`src/rtl/target_score_keeper.sv`:
```
// Score keeper for a two-player target-pocket game: tracks turns, scores pots
// one cycle after they are reported, and detects the winner at the end of each shot.
module target_score_keeper #(
    parameter int WIN_SCORE   = 15,
    parameter int PTS_CORRECT = 2,
    parameter int PTS_OTHER   = 1
) (
    input  logic       clk,
    input  logic       reset,
    input  logic       gameStart,
    input  logic       shotFired,
    input  logic       ballsStopped,
    input  logic       increasePoint,
    input  logic       correctTarget,
    output logic [6:0] score1,
    output logic [6:0] score2,
    output logic       currentPlayer,
    output logic       newTargetReq,
    output logic       gameOver,
    output logic [1:0] winner,
    output logic [2:0] fsm_state
);

    typedef enum logic [2:0] {
        IDLE      = 3'd0,
        AIM       = 3'd1,
        ROLL      = 3'd2,
        SETTLE    = 3'd3,
        GAME_OVER = 3'd4
    } state_t;

    state_t     state;
    logic       pot_pending;
    logic       shot_scored;
    logic       scoring_state;
    logic       win1;
    logic       win2;
    logic [7:0] award;

    assign fsm_state     = state;
    assign scoring_state = (state == AIM) || (state == ROLL) || (state == SETTLE);
    assign award         = correctTarget ? 8'(PTS_CORRECT) : 8'(PTS_OTHER);
    assign win1          = {1'b0, score1} >= 8'(WIN_SCORE);
    assign win2          = {1'b0, score2} >= 8'(WIN_SCORE);

    // 8-bit add so an overflow past 127 is visible before clamping.
    function automatic logic [6:0] sat_add(input logic [6:0] s, input logic [7:0] p);
        logic [7:0] sum;
        sum = {1'b0, s} + p;
        return (sum > 8'd127) ? 7'd127 : sum[6:0];
    endfunction

    always_ff @(posedge clk) begin
        if (reset) begin
            state         <= IDLE;
            score1        <= '0;
            score2        <= '0;
            currentPlayer <= 1'b0;
            newTargetReq  <= 1'b0;
            gameOver      <= 1'b0;
            winner        <= 2'b00;
            pot_pending   <= 1'b0;
            shot_scored   <= 1'b0;
        end else begin
            pot_pending  <= increasePoint && scoring_state;
            newTargetReq <= pot_pending && correctTarget;

            if (pot_pending) begin
                if (currentPlayer) score2 <= sat_add(score2, award);
                else               score1 <= sat_add(score1, award);
            end

            case (state)
                IDLE: begin
                    if (gameStart) begin
                        state         <= AIM;
                        score1        <= '0;
                        score2        <= '0;
                        currentPlayer <= 1'b0;
                        winner        <= 2'b00;
                    end
                end
                AIM: begin
                    if (shotFired) begin
                        state       <= ROLL;
                        shot_scored <= 1'b0;
                    end
                end
                ROLL: begin
                    if (pot_pending) shot_scored <= 1'b1;
                    // Hold in ROLL until any pot reported now or last cycle is applied.
                    if (ballsStopped && !pot_pending && !increasePoint) state <= SETTLE;
                end
                SETTLE: begin
                    if (win1) begin
                        state    <= GAME_OVER;
                        gameOver <= 1'b1;
                        winner   <= 2'b01;
                    end else if (win2) begin
                        state    <= GAME_OVER;
                        gameOver <= 1'b1;
                        winner   <= 2'b10;
                    end else begin
                        state <= AIM;
                        if (!shot_scored) currentPlayer <= ~currentPlayer;
                    end
                end
                GAME_OVER: begin
                    if (gameStart) begin
                        state         <= AIM;
                        score1        <= '0;
                        score2        <= '0;
                        currentPlayer <= 1'b0;
                        gameOver      <= 1'b0;
                        winner        <= 2'b00;
                    end
                end
                default: state <= IDLE;
            endcase
        end
    end

endmodule

```
`config.mk`:
```
export PLATFORM = sky130hd
export DESIGN_NAME = target_score_keeper
export DESIGN_NICKNAME = d
export VERILOG_FILES = /design/src/rtl/target_score_keeper.sv
export SDC_FILE = /design/constraint.sdc
export NUM_CORES = 1
export LEC_CHECK = 0
export ABC_AREA = 1
export BUFFER_PORTS_ARGS = -buffer_cell sky130_fd_sc_hd__buf_4
export CAP_MARGIN = 0
export CORE_MARGIN = 3
export CORE_UTILIZATION = 31
export DETAILED_ROUTE_END_ITERATION = 6
export SLEW_MARGIN = 20
export SYNTH_ARGS = -nofsm -noshare
export SYNTH_HDL_FRONTEND = slang
export SYNTH_SLANG_ARGS = --single-unit
```
`constraint.sdc`:
```
create_clock -name clk -period 1.8 [get_ports clk]
set_input_delay 0.18 -clock clk [delete_from_list [all_inputs] [get_ports clk]]
set_output_delay 0.18 -clock clk [all_outputs]
set_load 0.02 [all_outputs]
```
==> results of run 1 <==
-- cells in the final DEF, fill, tap and decap left out --
cell       netlist  layout
nand2_4          1       1
bufinv_16        0       1
nand2_1         43      43
ha_1             4       4
o21ai_0         10      10
inv_1           22      22
nor2_4           4       4
nor2_1          20      20
inv_2            3       3
nor3_2           1       1
nor3_1           4       4
xnor2_1          2       2
clkbuf_8         0       3
nand2_2          3       3
o21ai_1          1       1
nor4_1           1       1
buf_4            0      29
xor2_1           1       1
nand4_1          5       5
clkinv_2         1       1
nand3_1         12      12
dfxtp_1         24      24
a31oi_1          3       3
nor2_2           2       2
a21oi_1         17      17
a21oi_2          2       2
a211oi_1         1       1
fa_1             2       2
-- cell type report --
type | instances | area (um2)
Multi-Input combinational cell | 139 | 752.0
Clock buffer | 3 | 41.29
Tap cell | 50 | 62.56
Sequential cell | 24 | 480.5
Clock inverter | 1 | 30.03
Inverter | 26 | 98.84
Fill cell | 459 | 2404
Timing Repair Buffer | 29 | 217.7
-- worst min-delay path by stage --
stage	to	slack, ns	depth (start not counted)
global route	fsm_state[2]$_SDFFE_PP0P_	0.16	2
detailed placement	fsm_state[2]$_SDFFE_PP0P_	0.45	2
CTS	fsm_state[2]$_SDFFE_PP0P_	0.14	2
global placement	shot_scored$_SDFFE_PP0P_	0.44	2
floorplan	pot_pending$_SDFF_PP0_	0.32	2
finish	fsm_state[0]$_SDFFE_PP0P_	0.15	2
-- metrics by stage --
step           std cells  area (um2)  hold slack (ns)  setup slack [ns]  utilization
3_5_place_dp         268        1612           0.4473            0.2462       0.3944
6_report             272        1683           0.1481            0.3068       0.4118
4_1_cts              272        1683           0.1443            0.2908       0.4118
5_1_grt              272        1683           0.1571            0.1450       0.4118
2_1_floorplan        190        1335           0.3209            0.3071            -
3_3_place_gp         268        1612           0.4418            0.2845       0.3944
-- worst reg2reg max path: cells and delay by family, from the launching register on --
kind,cells,cell delay (ns)
compound gates,1,0.05
fa+ha+maj,2,0.64
flops,1,0.36
simple gates,5,0.35
-- metal layers --
| layer | part of all wire | global-route usage |
|---|---|---|
| met5 | 0 | 0 |
| met3 | 0.051 | 0.02665 |
| met1 | 0.51 | 0.1796 |
| met2 | 0.42 | 0.1929 |
| met4 | 0.018 | 0.05846 |
-- sequential cells by signal (all words and copies together), names as in the netlist --
register,flops
winner,2
score1,7
score2,7
currentPlayer,1
newTargetReq,1
pot_pending,1
shot_scored,1
gameOver,1
fsm_state,3
-- cell families after synthesis --
kind of cell	share of synthesized area
simple gates	0.3383
compound gates	0.1378
buf+inv	0.07684
flops	0.3599
fa+ha+maj	0.06748
xor+xnor	0.01968
-- power groups by stage --
stage          clock (W)  combinational, W  sequential [W]
2_1_floorplan          0          0.000266        0.000694
6_report        0.000489          0.000445        0.000646
3_3_place_gp           0          0.000449        0.000661
3_5_place_dp           0          0.000448        0.000660
5_1_grt         0.000523          0.000510        0.000657
4_1_cts         0.000502          0.000450        0.000647
==> flow_metrics.py, run 1 <==
metrics = {
    "pwr": {
        "power.share.switching": 0.3408,
        "power.internal_w": 0.001041,
        "p_switching_w": 0.0005383,
        "power.density_nw_per_um2": 938.6,
        "p_comb_frac": 0.282,
        "vdd_drop_max_uv": 334.4,
        "power_frac_seq": 0.409,
        "power.leakage_nw": 0.7245,
        "power_w": 0.001579,
        "pwr-share-clk": 0.309,
    },
    "die": {
        "die-area_um2": 5130,
        "num_rows": 23,
        "die_h_um": 71.63,
        "coreArea_um2": 4086,
        "start_util": 0.3267,
        "die_width_um": 71.63,
        "pin_count": 29,
    },
    "critical_path": {
        "reg2reg_slack_ns": 0.31,
        "ff2ff_path_depth": 8,
        "critPathBufInv": 0,
        "cp.depth": 8,
        "cp_data_required_time_ns": 1.97,
        "startpoint": "score1[0]$_SDFF_PP0_",
        "start_kind": "register",
        "cp_common_cell": "nand2_1",
        "crit_chain": "ha_1 > fa_1 > nand2_2 > nor2_4 > nand3_1 > nand2_1 > nand2_1 > a21oi_2",
        "worst_ep_arrival_time_ns": 1.66,
        "crit_type": "reg2reg",
        "slowest_stage": "fa_1",
        "max_stage_delay_ns": 0.41,
        "reg2reg_to": "score1[6]$_SDFF_PP0_",
        "cp_top_family": "adder cells",
        "path_max_fanout": 4,
        "worst_r2r_startpoint": "score1[0]$_SDFF_PP0_",
        "cp-endpoint": "score1[6]$_SDFF_PP0_",
        "endpoint_kind": "register",
    },
    "global_routing": {
        "first_global_vias": 1175,
        "grt_antenna_before_repair": 0,
        "grt_pass1_wl_um": 5313,
        "grt_max_degree": 15,
        "overflow": 0,
        "grt_use_total": 0.1295,
    },
    "clocking": {
        "post_cts_buffers": 0,
        "post_cts_resize_count": 0,
        "insertion_delay_ns": 0.27,
        "h-tree-depth": 1,
        "cts_buffers": 3,
        "root_buffer": "clkbuf_8",
        "cts.sinks": 24,
        "hold_buffers": 0,
        "cts.clk_slew.worst_paths_ns": 0.09,
        "cts_tree": "done",
        "clockBufferDepth": 2,
    },
    "synthesis": {
        "seq_area_frac_synth": 0.3599,
        "synth_commonest_cells": "43 x nand2_1, 24 x dfxtp_1, 22 x inv_1",
        "syn_avg_cell_area_um2": 7.026,
        "synthTopCellsByArea": "dfxtp_1 36%, nand2_1 12%, a21oi_1 6.4%",
        "async_flop_share": 0,
        "netlist_instances": 190,
        "ys_seq_elements": 24,
        "yosys.area.top_type_share": 0.3599,
        "ys_warn_count": 0,
        "synth_edf_count": 0,
        "yosys.area.top_type": "dfxtp_1",
        "yosysMostFrequentCell": "nand2_1",
        "synth_flop_cell": "dfxtp_1",
        "ys_types": 26,
        "syn_nets": 203,
        "netlist_area_um2": 1335,
    },
    "timing": {
        "clock_skew_ns": 0.002023,
        "worst_pin_slew_ns": 0.3368,
        "fin_tns_setup_ns": 0,
        "hold_viol": 0,
        "final.period_utilization": 0.8295,
        "setup_violations": 0,
        "clock.fmax_mhz": 669.7,
        "rsz0062_at_grt": "no",
        "drv_slew": 0,
        "slew_headroom": 0.7746,
        "layout_min_cycle_time_ns": 1.493,
    },
    "cells_and_area": {
        "drive_gt1_frac": 0.2252,
        "syn2layout_area_growth_pct": 26.05,
        "fin_nets": 236,
        "n_antenna_cell": 0,
    },
    "placement": {
        "port_buffers": 28,
        "finalWeightedCongestion": 0.7645,
        "place_hpwl_um": 2406,
    },
    "detailed_routing": {
        "first_pass_iters": 4,
        "num_vias": 1258,
        "drc_errors": 0,
        "drtIter0Drc": 51,
        "postRouteAntennaNets": 0,
        "avgViaCountPerCell": 4.625,
        "wl_um": 2995,
        "wire_per_inst_um": 11.01,
    },
    "min_path": {
        "hold_path.startpoint": "reset",
        "min_path_type": "in2reg",
    },
    "flow_run": {
        "maxCapViolCount": 0,
    },
    "run_status": {
        "status": "finished, final reports clean",
    },
}
Power figures use the tool's default switching activity.
==> run 2: changes to the inputs <==
==> constraint.sdc (replaced) <==
create_clock -name clk -period 1.5 [get_ports clk]
set_input_delay 0.15 -clock clk [delete_from_list [all_inputs] [get_ports clk]]
set_output_delay 0.15 -clock clk [all_outputs]
set_load 0.02 [all_outputs]
==> run 2 against run 1 <==
Effect of this change: design area up 3.8%; combinational power up 34%; clock power down 23%; flip-flop and latch count is the same; first-iteration DRC count grew 65%; highest routed layer unchanged.
==> flow_metrics.py, run 2 (synthesized netlist as in run 1, its figures left out) <==
metrics = {
    "run_status": {
        "status": "finished, final reports clean",
    },
    "global_routing": {
        "grt_antenna_before_repair": 0,
        "grt_pass1_wl_um": 5444,
        "overflow": 0,
        "first_global_vias": 1234,
        "grt_use_total": 0.1326,
        "grt_max_degree": 13,
    },
    "timing": {
        "clock_skew_ns": 0.004932,
        "drv_slew": 0,
        "holdWs_ns": 0.1338,
        "rsz0062_at_grt": "yes",
        "final.period_utilization": 0.9795,
        "slew_headroom": 0.7927,
        "hold_viol": 0,
        "clock.fmax_mhz": 680.6,
        "setup_violations": 0,
        "layout_min_cycle_time_ns": 1.469,
        "layout_setup_ws_ns": 0.03075,
        "worst_pin_slew_ns": 0.3106,
    },
    "cells_and_area": {
        "syn2layout_area_growth_pct": 30.83,
        "final_common_cell": "nand2_1",
        "layout_common_cells": "43 x nand2_1, 38 x buf_4, 22 x inv_1, 22 x dfxtp_1, 19 x nor2_1",
        "n_antenna_cell": 0,
        "fin_nets": 245,
        "drive_gt1_frac": 0.2783,
    },
    "detailed_routing": {
        "wl_um": 3132,
        "first_pass_iters": 4,
        "postRouteAntennaNets": 0,
        "drtIter0Drc": 84,
        "wire_per_inst_um": 11.19,
        "avgViaCountPerCell": 4.729,
        "num_vias": 1324,
        "drc_errors": 0,
    },
    "critical_path": {
        "crit_type": "reg2reg",
        "worst_ep_arrival_time_ns": 1.64,
        "endpoint_kind": "register",
        "cp_data_required_time_ns": 1.67,
        "path_max_fanout": 3,
        "start_kind": "register",
    },
    "pwr": {
        "vdd_drop_max_uv": 372.7,
        "power.density_nw_per_um2": 985.6,
        "power.internal_w": 0.001096,
        "p_switching_w": 0.0006257,
        "pwr-share-clk": 0.218,
        "p_comb_frac": 0.346,
        "power.share.switching": 0.3635,
        "power_w": 0.001721,
        "power.leakage_nw": 0.7585,
        "power_frac_seq": 0.436,
    },
    "placement": {
        "place_hpwl_um": 2491,
        "dp_slack_ns": -0.01454,
        "port_buffers": 28,
        "finalWeightedCongestion": 0.7905,
    },
    "die": {
        "num_rows": 23,
        "die-area_um2": 5130,
        "die_width_um": 71.63,
        "pin_count": 29,
        "coreArea_um2": 4086,
        "die_h_um": 71.63,
        "start_util": 0.3267,
    },
    "clocking": {
        "root_buffer": "clkbuf_8",
        "hold_buffers": 0,
        "cts_tree": "done",
        "cts_buffers": 3,
        "cts.sinks": 24,
        "clockBufferDepth": 2,
        "h-tree-depth": 1,
        "insertion_delay_ns": 0.26,
        "cts.clk_slew.worst_paths_ns": 0.08,
    },
    "flow_run": {
        "maxCapViolCount": 0,
    },
    "min_path": {
        "min_path_type": "in2reg",
    },
}
==> run 2: area by class of cell <==
class | instances | area [um2]
fillers | 443 | 2340
multi-input cells | 139 | 773.2
flip-flops and latches | 24 | 485.5
repair buffers | 38 | 285.3
inverters | 26 | 98.84
well taps | 50 | 62.56
clock buffers | 3 | 41.29
==> run 2: timing repair <==
item,in CTS,in global routing
buffers inserted,0,1
gates resized for setup,0,7
endpoints found under the setup margin,0,11
==> run 2: critical path, cell delays in order, from the launching register on <==
cell and delay [ns]:
dfxtp_1 0.33, ha_1 0.22, fa_1 0.42, nand2_4 0.11
nor2_4 0.03, nand2_2 0.07, nor2_2 0.04, o21ai_1 0.10
nor2_1 0.05
==> run 2: final timing paths <==
path | from | endpoint | slack [ns] | depth (start not counted)
max | score2[0]$_SDFF_PP0_ | score2[6]$_SDFF_PP0_ | 0.03 | 8
max reg2reg | score2[0]$_SDFF_PP0_ | score2[6]$_SDFF_PP0_ | 0.03 | 8
min | reset | fsm_state[0]$_SDFFE_PP0P_ | 0.13 | 2
min reg2reg | shot_scored$_SDFFE_PP0P_ | shot_scored$_SDFFE_PP0P_ | 0.47 | 2
==> run 2: per-stage QoR <==
| step | setup TNS (ns) | utilization | instance area (um2) | std cells |
|---|---|---|---|---|
| 3_5_place_dp | -0.01454 | 0.4091 | 1672 | 276 |
| 5_1_grt | -0.08810 | 0.4274 | 1747 | 280 |
| 4_1_cts | 0 | 0.4192 | 1713 | 279 |
| 2_1_floorplan | 0 | - | 1335 | 190 |
| 3_3_place_gp | 0 | 0.4091 | 1672 | 276 |
| 6_report | 0 | 0.4274 | 1747 | 280 |
==> run 2: metal layers <==
layer	vias up	track usage	wire length, um
met5	-	0	0
met4	0	0.03340	23
met3	2	0.04208	175
met2	23	0.2082	1405
met1	601	0.1767	1528
li1	698	-	-
==> run 2: power by group through the flow <==
| stage | sequential (W) | combinational (W) | clock (W) |
|---|---|---|---|
| after floorplan | 0.000832 | 0.000319 | 0 |
| after global placement | 0.000767 | 0.000593 | 0 |
| after detailed placement | 0.000768 | 0.000593 | 0 |
| after CTS | 0.000753 | 0.000595 | 0.000393 |
| after global routing | 0.000762 | 0.000685 | 0.000417 |
| final | 0.000751 | 0.000596 | 0.000375 |
